`config.mk`:
```
export PLATFORM = sky130hd
export DESIGN_NAME = pe_loader_flat
export DESIGN_NICKNAME = d
export VERILOG_FILES = /design/src/rtl/pe_loader_if.sv /design/src/rtl/pe_loader.sv /design/src/flat_wrapper.sv
export SDC_FILE = /design/constraint.sdc
export NUM_CORES = 1
export LEC_CHECK = 0
export ABC_AREA = 1
export ABC_CLOCK_PERIOD_IN_PS = 1180
export CAP_MARGIN = 20
export CORE_MARGIN = 4
export CORE_UTILIZATION = 41
export CTS_CLUSTER_SIZE = 24
export DETAILED_ROUTE_END_ITERATION = 7
export PLACE_DENSITY = 0.76
export SLEW_MARGIN = 10
export SYNTH_ARGS = -nofsm -noshare
export SYNTH_HDL_FRONTEND = slang
export SYNTH_SLANG_ARGS = --single-unit
```
`constraint.sdc`:
```
create_clock -name clk -period 1.18 [get_ports clk]
set_input_delay 0.177 -clock clk [delete_from_list [all_inputs] [get_ports clk]]
set_output_delay 0.177 -clock clk [all_outputs]
set_load 0.01 [all_outputs]
```
`src/rtl/pe_loader_if.sv`:
```
// Bundle of the loader's job command, input word stream, PE memory write
// port, PE start/done handshake and result stream.
interface pe_loader_if #(
   parameter int DATA_WIDTH = 16,
   parameter int ADDR_WIDTH = 8
);
   logic                  cmd_valid;
   logic                  cmd_load_w;
   logic                  cmd_ready;
   logic                  s_valid;
   logic [DATA_WIDTH-1:0] s_data;
   logic                  s_ready;
   logic [DATA_WIDTH-1:0] pe_mem_data;
   logic [ADDR_WIDTH-1:0] pe_mem_addrs;
   logic                  pe_mem_sel;
   logic                  pe_mem_wr;
   logic                  pe_start;
   logic                  pe_done;
   logic [DATA_WIDTH-1:0] pe_data_out;
   logic                  res_valid;
   logic [DATA_WIDTH-1:0] res_data;
   logic                  res_ready;
   logic                  busy;

   // Environment side: issues jobs and words, plays the PE, consumes results.
   modport master (
      output cmd_valid, cmd_load_w, s_valid, s_data, pe_done, pe_data_out, res_ready,
      input  cmd_ready, s_ready, pe_mem_data, pe_mem_addrs, pe_mem_sel, pe_mem_wr,
             pe_start, res_valid, res_data, busy
   );

   // Loader side.
   modport slave (
      input  cmd_valid, cmd_load_w, s_valid, s_data, pe_done, pe_data_out, res_ready,
      output cmd_ready, s_ready, pe_mem_data, pe_mem_addrs, pe_mem_sel, pe_mem_wr,
             pe_start, res_valid, res_data, busy
   );
endinterface

```
`src/rtl/pe_loader.sv`:
```
// pe_loader: sequences one PE job. Streams optional weights and then data into
// the PE buffers, waits two idle cycles, pulses start, captures the PE result
// and holds it on a valid/ready output until consumed.
module pe_loader #(
   parameter int DATA_WIDTH = 16,
   parameter int ADDR_WIDTH = 8,
   parameter int NUM_ELEMS  = 9
) (
   input  logic         clk,
   input  logic         rst,
   pe_loader_if.slave   bus
);

   typedef enum logic [2:0] {
      IDLE, LOAD_W, LOAD_D, GAP, START, WAIT_DONE, RESULT
   } state_t;

   // idx is one bit wider than the address so NUM_ELEMS = 2^ADDR_WIDTH fits.
   localparam logic [ADDR_WIDTH:0] LAST_IDX = (ADDR_WIDTH+1)'(NUM_ELEMS - 1);
   localparam logic [ADDR_WIDTH:0] IDX_ONE  = (ADDR_WIDTH+1)'(1);

   state_t                state_reg, state_next;
   logic [ADDR_WIDTH:0]   idx_reg, idx_next;
   logic [1:0]            gap_cnt_reg, gap_cnt_next;
   logic                  mem_wr_reg, mem_wr_next;
   logic [DATA_WIDTH-1:0] mem_data_reg, mem_data_next;
   logic [ADDR_WIDTH-1:0] mem_addrs_reg, mem_addrs_next;
   logic                  mem_sel_reg, mem_sel_next;
   logic                  start_reg, start_next;
   logic                  res_valid_reg, res_valid_next;
   logic [DATA_WIDTH-1:0] res_data_reg, res_data_next;
   logic                  s_ready_int;
   logic                  xfer;

   assign s_ready_int = (state_reg == LOAD_W) || (state_reg == LOAD_D);
   assign xfer        = bus.s_valid && s_ready_int;

   // State and registered outputs; reset abandons any job in flight.
   always_ff @(posedge clk) begin
      if (rst) begin
         state_reg     <= IDLE;
         idx_reg       <= '0;
         gap_cnt_reg   <= '0;
         mem_wr_reg    <= 1'b0;
         mem_data_reg  <= '0;
         mem_addrs_reg <= '0;
         mem_sel_reg   <= 1'b0;
         start_reg     <= 1'b0;
         res_valid_reg <= 1'b0;
         res_data_reg  <= '0;
      end else begin
         state_reg     <= state_next;
         idx_reg       <= idx_next;
         gap_cnt_reg   <= gap_cnt_next;
         mem_wr_reg    <= mem_wr_next;
         mem_data_reg  <= mem_data_next;
         mem_addrs_reg <= mem_addrs_next;
         mem_sel_reg   <= mem_sel_next;
         start_reg     <= start_next;
         res_valid_reg <= res_valid_next;
         res_data_reg  <= res_data_next;
      end
   end

   // Next-state and next-output decode; write strobe and start are single-cycle.
   always_comb begin
      state_next     = state_reg;
      idx_next       = idx_reg;
      gap_cnt_next   = gap_cnt_reg;
      mem_wr_next    = 1'b0;
      mem_data_next  = mem_data_reg;
      mem_addrs_next = mem_addrs_reg;
      mem_sel_next   = mem_sel_reg;
      start_next     = 1'b0;
      res_valid_next = res_valid_reg;
      res_data_next  = res_data_reg;

      case (state_reg)
         IDLE: begin
            if (bus.cmd_valid) begin
               idx_next     = '0;
               gap_cnt_next = '0;
               state_next   = bus.cmd_load_w ? LOAD_W : LOAD_D;
            end
         end
         LOAD_W, LOAD_D: begin
            if (xfer) begin
               mem_wr_next    = 1'b1;
               mem_data_next  = bus.s_data;
               mem_addrs_next = idx_reg[ADDR_WIDTH-1:0];
               mem_sel_next   = (state_reg == LOAD_D);
               idx_next       = idx_reg + IDX_ONE;
               // Weight->data switch happens without a bubble.
               if (idx_reg == LAST_IDX) begin
                  idx_next   = '0;
                  state_next = (state_reg == LOAD_W) ? LOAD_D : GAP;
               end
            end
         end
         GAP: begin
            // Two quiet cycles so the PE leaves its memory-write mode.
            if (gap_cnt_reg == 2'd1) begin
               gap_cnt_next = '0;
               state_next   = START;
            end else begin
               gap_cnt_next = gap_cnt_reg + 2'd1;
            end
         end
         START: begin
            start_next = 1'b1;
            state_next = WAIT_DONE;
         end
         WAIT_DONE: begin
            if (bus.pe_done) begin
               res_data_next  = bus.pe_data_out;
               res_valid_next = 1'b1;
               state_next     = RESULT;
            end
         end
         RESULT: begin
            if (bus.res_ready) begin
               res_valid_next = 1'b0;
               state_next     = IDLE;
            end
         end
         default: state_next = IDLE;
      endcase
   end

   assign bus.cmd_ready    = (state_reg == IDLE);
   assign bus.s_ready      = s_ready_int;
   assign bus.busy         = (state_reg != IDLE);
   assign bus.pe_mem_wr    = mem_wr_reg;
   assign bus.pe_mem_data  = mem_data_reg;
   assign bus.pe_mem_addrs = mem_addrs_reg;
   assign bus.pe_mem_sel   = mem_sel_reg;
   assign bus.pe_start     = start_reg;
   assign bus.res_valid    = res_valid_reg;
   assign bus.res_data     = res_data_reg;

endmodule
```
`src/flat_wrapper.sv`:
```
// flat-port wrapper written by rule: the top's interface ports become plain ports
module pe_loader_flat 
#(
   parameter int DATA_WIDTH = 16,
   parameter int ADDR_WIDTH = 8,
   parameter int NUM_ELEMS  = 9
)
  (clk, rst, bus_cmd_valid, bus_cmd_load_w, bus_s_valid, bus_s_data, bus_pe_done, bus_pe_data_out, bus_res_ready, bus_cmd_ready, bus_s_ready, bus_pe_mem_data, bus_pe_mem_addrs, bus_pe_mem_sel, bus_pe_mem_wr, bus_pe_start, bus_res_valid, bus_res_data, bus_busy);
  pe_loader_if #(.DATA_WIDTH(DATA_WIDTH), .ADDR_WIDTH(ADDR_WIDTH)) bus_i ();
  input  logic clk;
  input  logic rst;
  input wire logic [$bits(bus_i.cmd_valid)-1:0] bus_cmd_valid;
  input wire logic [$bits(bus_i.cmd_load_w)-1:0] bus_cmd_load_w;
  input wire logic [$bits(bus_i.s_valid)-1:0] bus_s_valid;
  input wire logic [$bits(bus_i.s_data)-1:0] bus_s_data;
  input wire logic [$bits(bus_i.pe_done)-1:0] bus_pe_done;
  input wire logic [$bits(bus_i.pe_data_out)-1:0] bus_pe_data_out;
  input wire logic [$bits(bus_i.res_ready)-1:0] bus_res_ready;
  output wire logic [$bits(bus_i.cmd_ready)-1:0] bus_cmd_ready;
  output wire logic [$bits(bus_i.s_ready)-1:0] bus_s_ready;
  output wire logic [$bits(bus_i.pe_mem_data)-1:0] bus_pe_mem_data;
  output wire logic [$bits(bus_i.pe_mem_addrs)-1:0] bus_pe_mem_addrs;
  output wire logic [$bits(bus_i.pe_mem_sel)-1:0] bus_pe_mem_sel;
  output wire logic [$bits(bus_i.pe_mem_wr)-1:0] bus_pe_mem_wr;
  output wire logic [$bits(bus_i.pe_start)-1:0] bus_pe_start;
  output wire logic [$bits(bus_i.res_valid)-1:0] bus_res_valid;
  output wire logic [$bits(bus_i.res_data)-1:0] bus_res_data;
  output wire logic [$bits(bus_i.busy)-1:0] bus_busy;
  assign bus_i.cmd_valid = bus_cmd_valid;
  assign bus_i.cmd_load_w = bus_cmd_load_w;
  assign bus_i.s_valid = bus_s_valid;
  assign bus_i.s_data = bus_s_data;
  assign bus_i.pe_done = bus_pe_done;
  assign bus_i.pe_data_out = bus_pe_data_out;
  assign bus_i.res_ready = bus_res_ready;
  assign bus_cmd_ready = bus_i.cmd_ready;
  assign bus_s_ready = bus_i.s_ready;
  assign bus_pe_mem_data = bus_i.pe_mem_data;
  assign bus_pe_mem_addrs = bus_i.pe_mem_addrs;
  assign bus_pe_mem_sel = bus_i.pe_mem_sel;
  assign bus_pe_mem_wr = bus_i.pe_mem_wr;
  assign bus_pe_start = bus_i.pe_start;
  assign bus_res_valid = bus_i.res_valid;
  assign bus_res_data = bus_i.res_data;
  assign bus_busy = bus_i.busy;
  pe_loader #(.DATA_WIDTH(DATA_WIDTH), .ADDR_WIDTH(ADDR_WIDTH), .NUM_ELEMS(NUM_ELEMS)) u_core (.clk(clk), .rst(rst), .bus(bus_i));
endmodule
```
==> flow_summary.json <==
{
  "rows": 28,
  "final-seq-area_um2": 1170,
  "critPathCaptureType": "register",
  "yosys-top-cells-area": "dfxtp_1, nand2_1, nand3_1",
  "hpwl_mm": 5.02,
  "met1_usage_pct": 26.4,
  "finalSetupViolations": 60,
  "cts_tree": "built",
  "nNetsFinal": 528,
  "multi_input_area_um2": 1430,
  "status": "complete, but fails checks",
  "seqPwrFrac_pct": 27.4,
  "die_area_um2": 7420,
  "grt_max_degree": 24,
  "cts-root-buf": "clkbuf_8",
  "antenna_found_initial": 0,
  "gp_congestion": 0.903,
  "critPathKind": "reg -> reg",
  "power_density_nw_per_um2": 1950,
  "clk_pin_slew_ns": 0.07,
  "port_buffers": 85,
  "cts_buffer_depth": 2,
  "final_antenna_net_count": 0,
  "p_comb_share_pct": 50.4,
  "ir_drop_mv": 1.29,
  "hold_viol": 0,
  "yosysWarnings": 0,
  "coreArea_um2": 5920,
  "grt-ovfl-total": 0,
  "timing.rr.end": "u_core.idx_reg[2]",
  "ys_types": 23,
  "power.internal_uw": 5380,
  "hold_start": "rst",
  "fillCellCount": 433,
  "finalClockSkew_ns": 0.00781,
  "drc": 0,
  "drt_iter0_drc": 285,
  "rr_startpoint": "u_core.state_reg[1]",
  "grt.busiest_layer": "met2",
  "cts_sinks": 58,
  "cts_htree_levels": 3,
  "track_usage_pct": 21.5,
  "stdcell_area_um2": 4400,
  "switchingPower_uw": 3230,
  "relSlewSlack_pct": 80.9,
  "cellLeakagePower_uw": 0.00190,
  "grt_pass1_vias": 2660,
  "die_y_um": 86.2,
  "tightest_slew_ns": 0.286,
  "fp.dieW_um": 86.2,
  "hold_end": "u_core.bus.pe_mem_data[0]",
  "cts_made_buffers": 9,
  "cp.arrival_ns": 1.71,
  "vias_per_cell": 5.17,
  "fin_crit_ns": 1.43,
  "ys_seq_elements": 58,
  "clock_power_share_pct": 22.2,
  "failed_checks": "negative setup slack",
  "ff2ff_path_depth": 10,
  "timing.hold.ws_ns": 0.151,
  "drv_slew": 0,
  "synth_area_um2": 2500,
  "syn_inst": 347,
  "rsz0062_at_grt": "yes",
  "cp_max_fo": 5,
  "syn_to_final_growth_pct": 75.7,
  "avgSynthCellArea_um2": 7.22,
  "drive_above_1_share_pct": 32.3,
  "fmax_mhz": 699,
  "pre_cts_ws_ns": -0.201,
  "io_pins": 86,
  "drv_cap": 0,
  "global_route.usage.met2_pct": 34.4,
  "hp-class": "in -> reg",
  "setup_slack_ns": -0.251,
  "postRouteWirelength_mm": 8.87,
  "yosys.area.top_type": "dfxtp_1",
  "wl_per_cell_um": 15.6,
  "start_util_pct": 42.3,
  "period_share_pct": 121,
  "grt_pass1_wl_mm": 12.4,
  "synth_seq_area_share_pct": 46.4,
  "worstSetupStartpointType": "register",
  "rrSetupSlack_ns": -0.25,
  "syn_nets": 388,
  "clkLatencyLatePin_ns": 0.34,
  "placed_cell_area_um2": 3680,
  "grt.met3_usage_pct": 5.67,
  "vias": 2934,
  "whs_path_depth": 2,
  "worstPathRequired_ns": 1.46,
  "drtPass1Iterations": 5,
  "num_antenna_cells": 0,
  "sw_frac_of_total_pct": 37.5,
  "yosys.area.top_type_share_pct": 46.4
}
synth_stat cells:
| master | instances |
|---|---|
| buf_2 | 3 |
| o211ai_1 | 1 |
| buf_6 | 3 |
| a21oi_2 | 1 |
| nand3_2 | 1 |
| inv_1 | 22 |
| nand3b_1 | 2 |
| a21oi_1 | 49 |
| nand4_1 | 1 |
| nand2_4 | 3 |
| nand2_1 | 88 |
| o21ai_0 | 5 |
| buf_4 | 3 |
| clkbuf_1 | 10 |
| dfxtp_1 | 58 |
| xor2_1 | 2 |
| nor2_2 | 4 |
| nor3_1 | 1 |
| nor2_1 | 34 |
| inv_2 | 2 |
| nand3_1 | 50 |
| nand2_2 | 2 |
| ha_1 | 2 |
final cells by class:
cell class,instances,area share (%)
inverter,24,2.22
timing repair buffer,147,31.8
clock inverter,4,1.14
clock buffer,12,3.52
multi-input combinational,247,32.5
tap,75,2.13
sequential,58,26.7
critical path, cell delays in order, from the launching register on:
cell,delay (ns)
dfxtp_4,0.42
nand2_4,0.08
nand2_4,0.07
nor2_4,0.05
buf_6,0.14
nand2_8,0.08
nand2_8,0.07
buf_6,0.14
a21oi_4,0.15
nand2_1,0.08
nor2_1,0.10
worst max path at each step:
stage / from / to / depth (start not counted)
floorplan: u_core.idx_reg[0] / u_core.idx_reg[1] / 11
global placement: bus_pe_done / u_core.state_reg[2] / 8
detailed placement: bus_s_valid / u_core.idx_reg[8] / 8
CTS: u_core.state_reg[1] / u_core.idx_reg[5] / 10
global route: u_core.state_reg[1] / u_core.idx_reg[2] / 11
finish: u_core.state_reg[1] / u_core.idx_reg[2] / 10
stage by stage:
stage | total power (µW) | utilization, % | setup TNS, ns | cells
after floorplan | 3940 | - | -0.151 | 347
after global placement | 5050 | 62.1 | -8.67 | 525
after detailed placement | 5080 | 62.1 | -9.18 | 525
after CTS | 7670 | 70.0 | -7.21 | 559
after global routing | 8990 | 74.3 | -14.87 | 567
final | 8600 | 74.3 | -11.05 | 567
layer usage:
metal / vias to the layer above / part of all wire (%)
met5: - / 0
met4: 0 / 2.0
met3: 21 / 7.5
met2: 141 / 49
met1: 1358 / 41
li1: 1414 / -
power groups by stage:
| stage | sequential (µW) | clock (µW) | combinational, µW |
|---|---|---|---|
| floorplan | 2410 | 0 | 1530 |
| global placement | 2330 | 0 | 2720 |
| detailed placement | 2330 | 0 | 2750 |
| CTS | 2310 | 1920 | 3440 |
| global route | 2380 | 2010 | 4590 |
| finish | 2360 | 1910 | 4340 |
placed cells by master, fill, tap and decap left out, types with 3 or more instances in the layout:
| cell type | count |
|---|---|
| nand2_1 | 64 |
| dfxtp_1 | 51 |
| nand3_1 | 46 |
| buf_4 | 43 |
| a21oi_1 | 40 |
| clkdlybuf4s50_1 | 37 |
| dlygate4sd2_1 | 36 |
| nor2_1 | 24 |
| nand2_2 | 20 |
| inv_1 | 17 |
| buf_6 | 13 |
| clkbuf_8 | 11 |
| a21oi_2 | 9 |
| nor2_2 | 8 |
| nand2_4 | 6 |
| nor2_4 | 6 |
| clkdlybuf4s15_1 | 6 |
| inv_2 | 5 |
| dfxtp_2 | 5 |
| nand2_8 | 4 |
| nand3_2 | 4 |
| buf_8 | 3 |
| buf_12 | 3 |
kinds of logic (layout without fill, tap and decap cells):
group           Yosys count  count (layout)  synth area share, %
compound gates           56              56                 11.4
xor+xnor                  2               2                0.699
fa+ha+maj                 2               2                0.999
buf+inv                  43             187                 7.94
flops                    58              58                 46.4
simple gates            186             187                 32.6
repair_timing:
item / CTS / global route
pin swaps: 25 / 23
setup buffers: 16 / 9
cloned: 3 / 1
hold buffers: 0 / 0
gates resized for setup: 100 / 66
setup endpoints to repair: 104 / 67
Note: power is estimated with default switching activity, not from simulation.
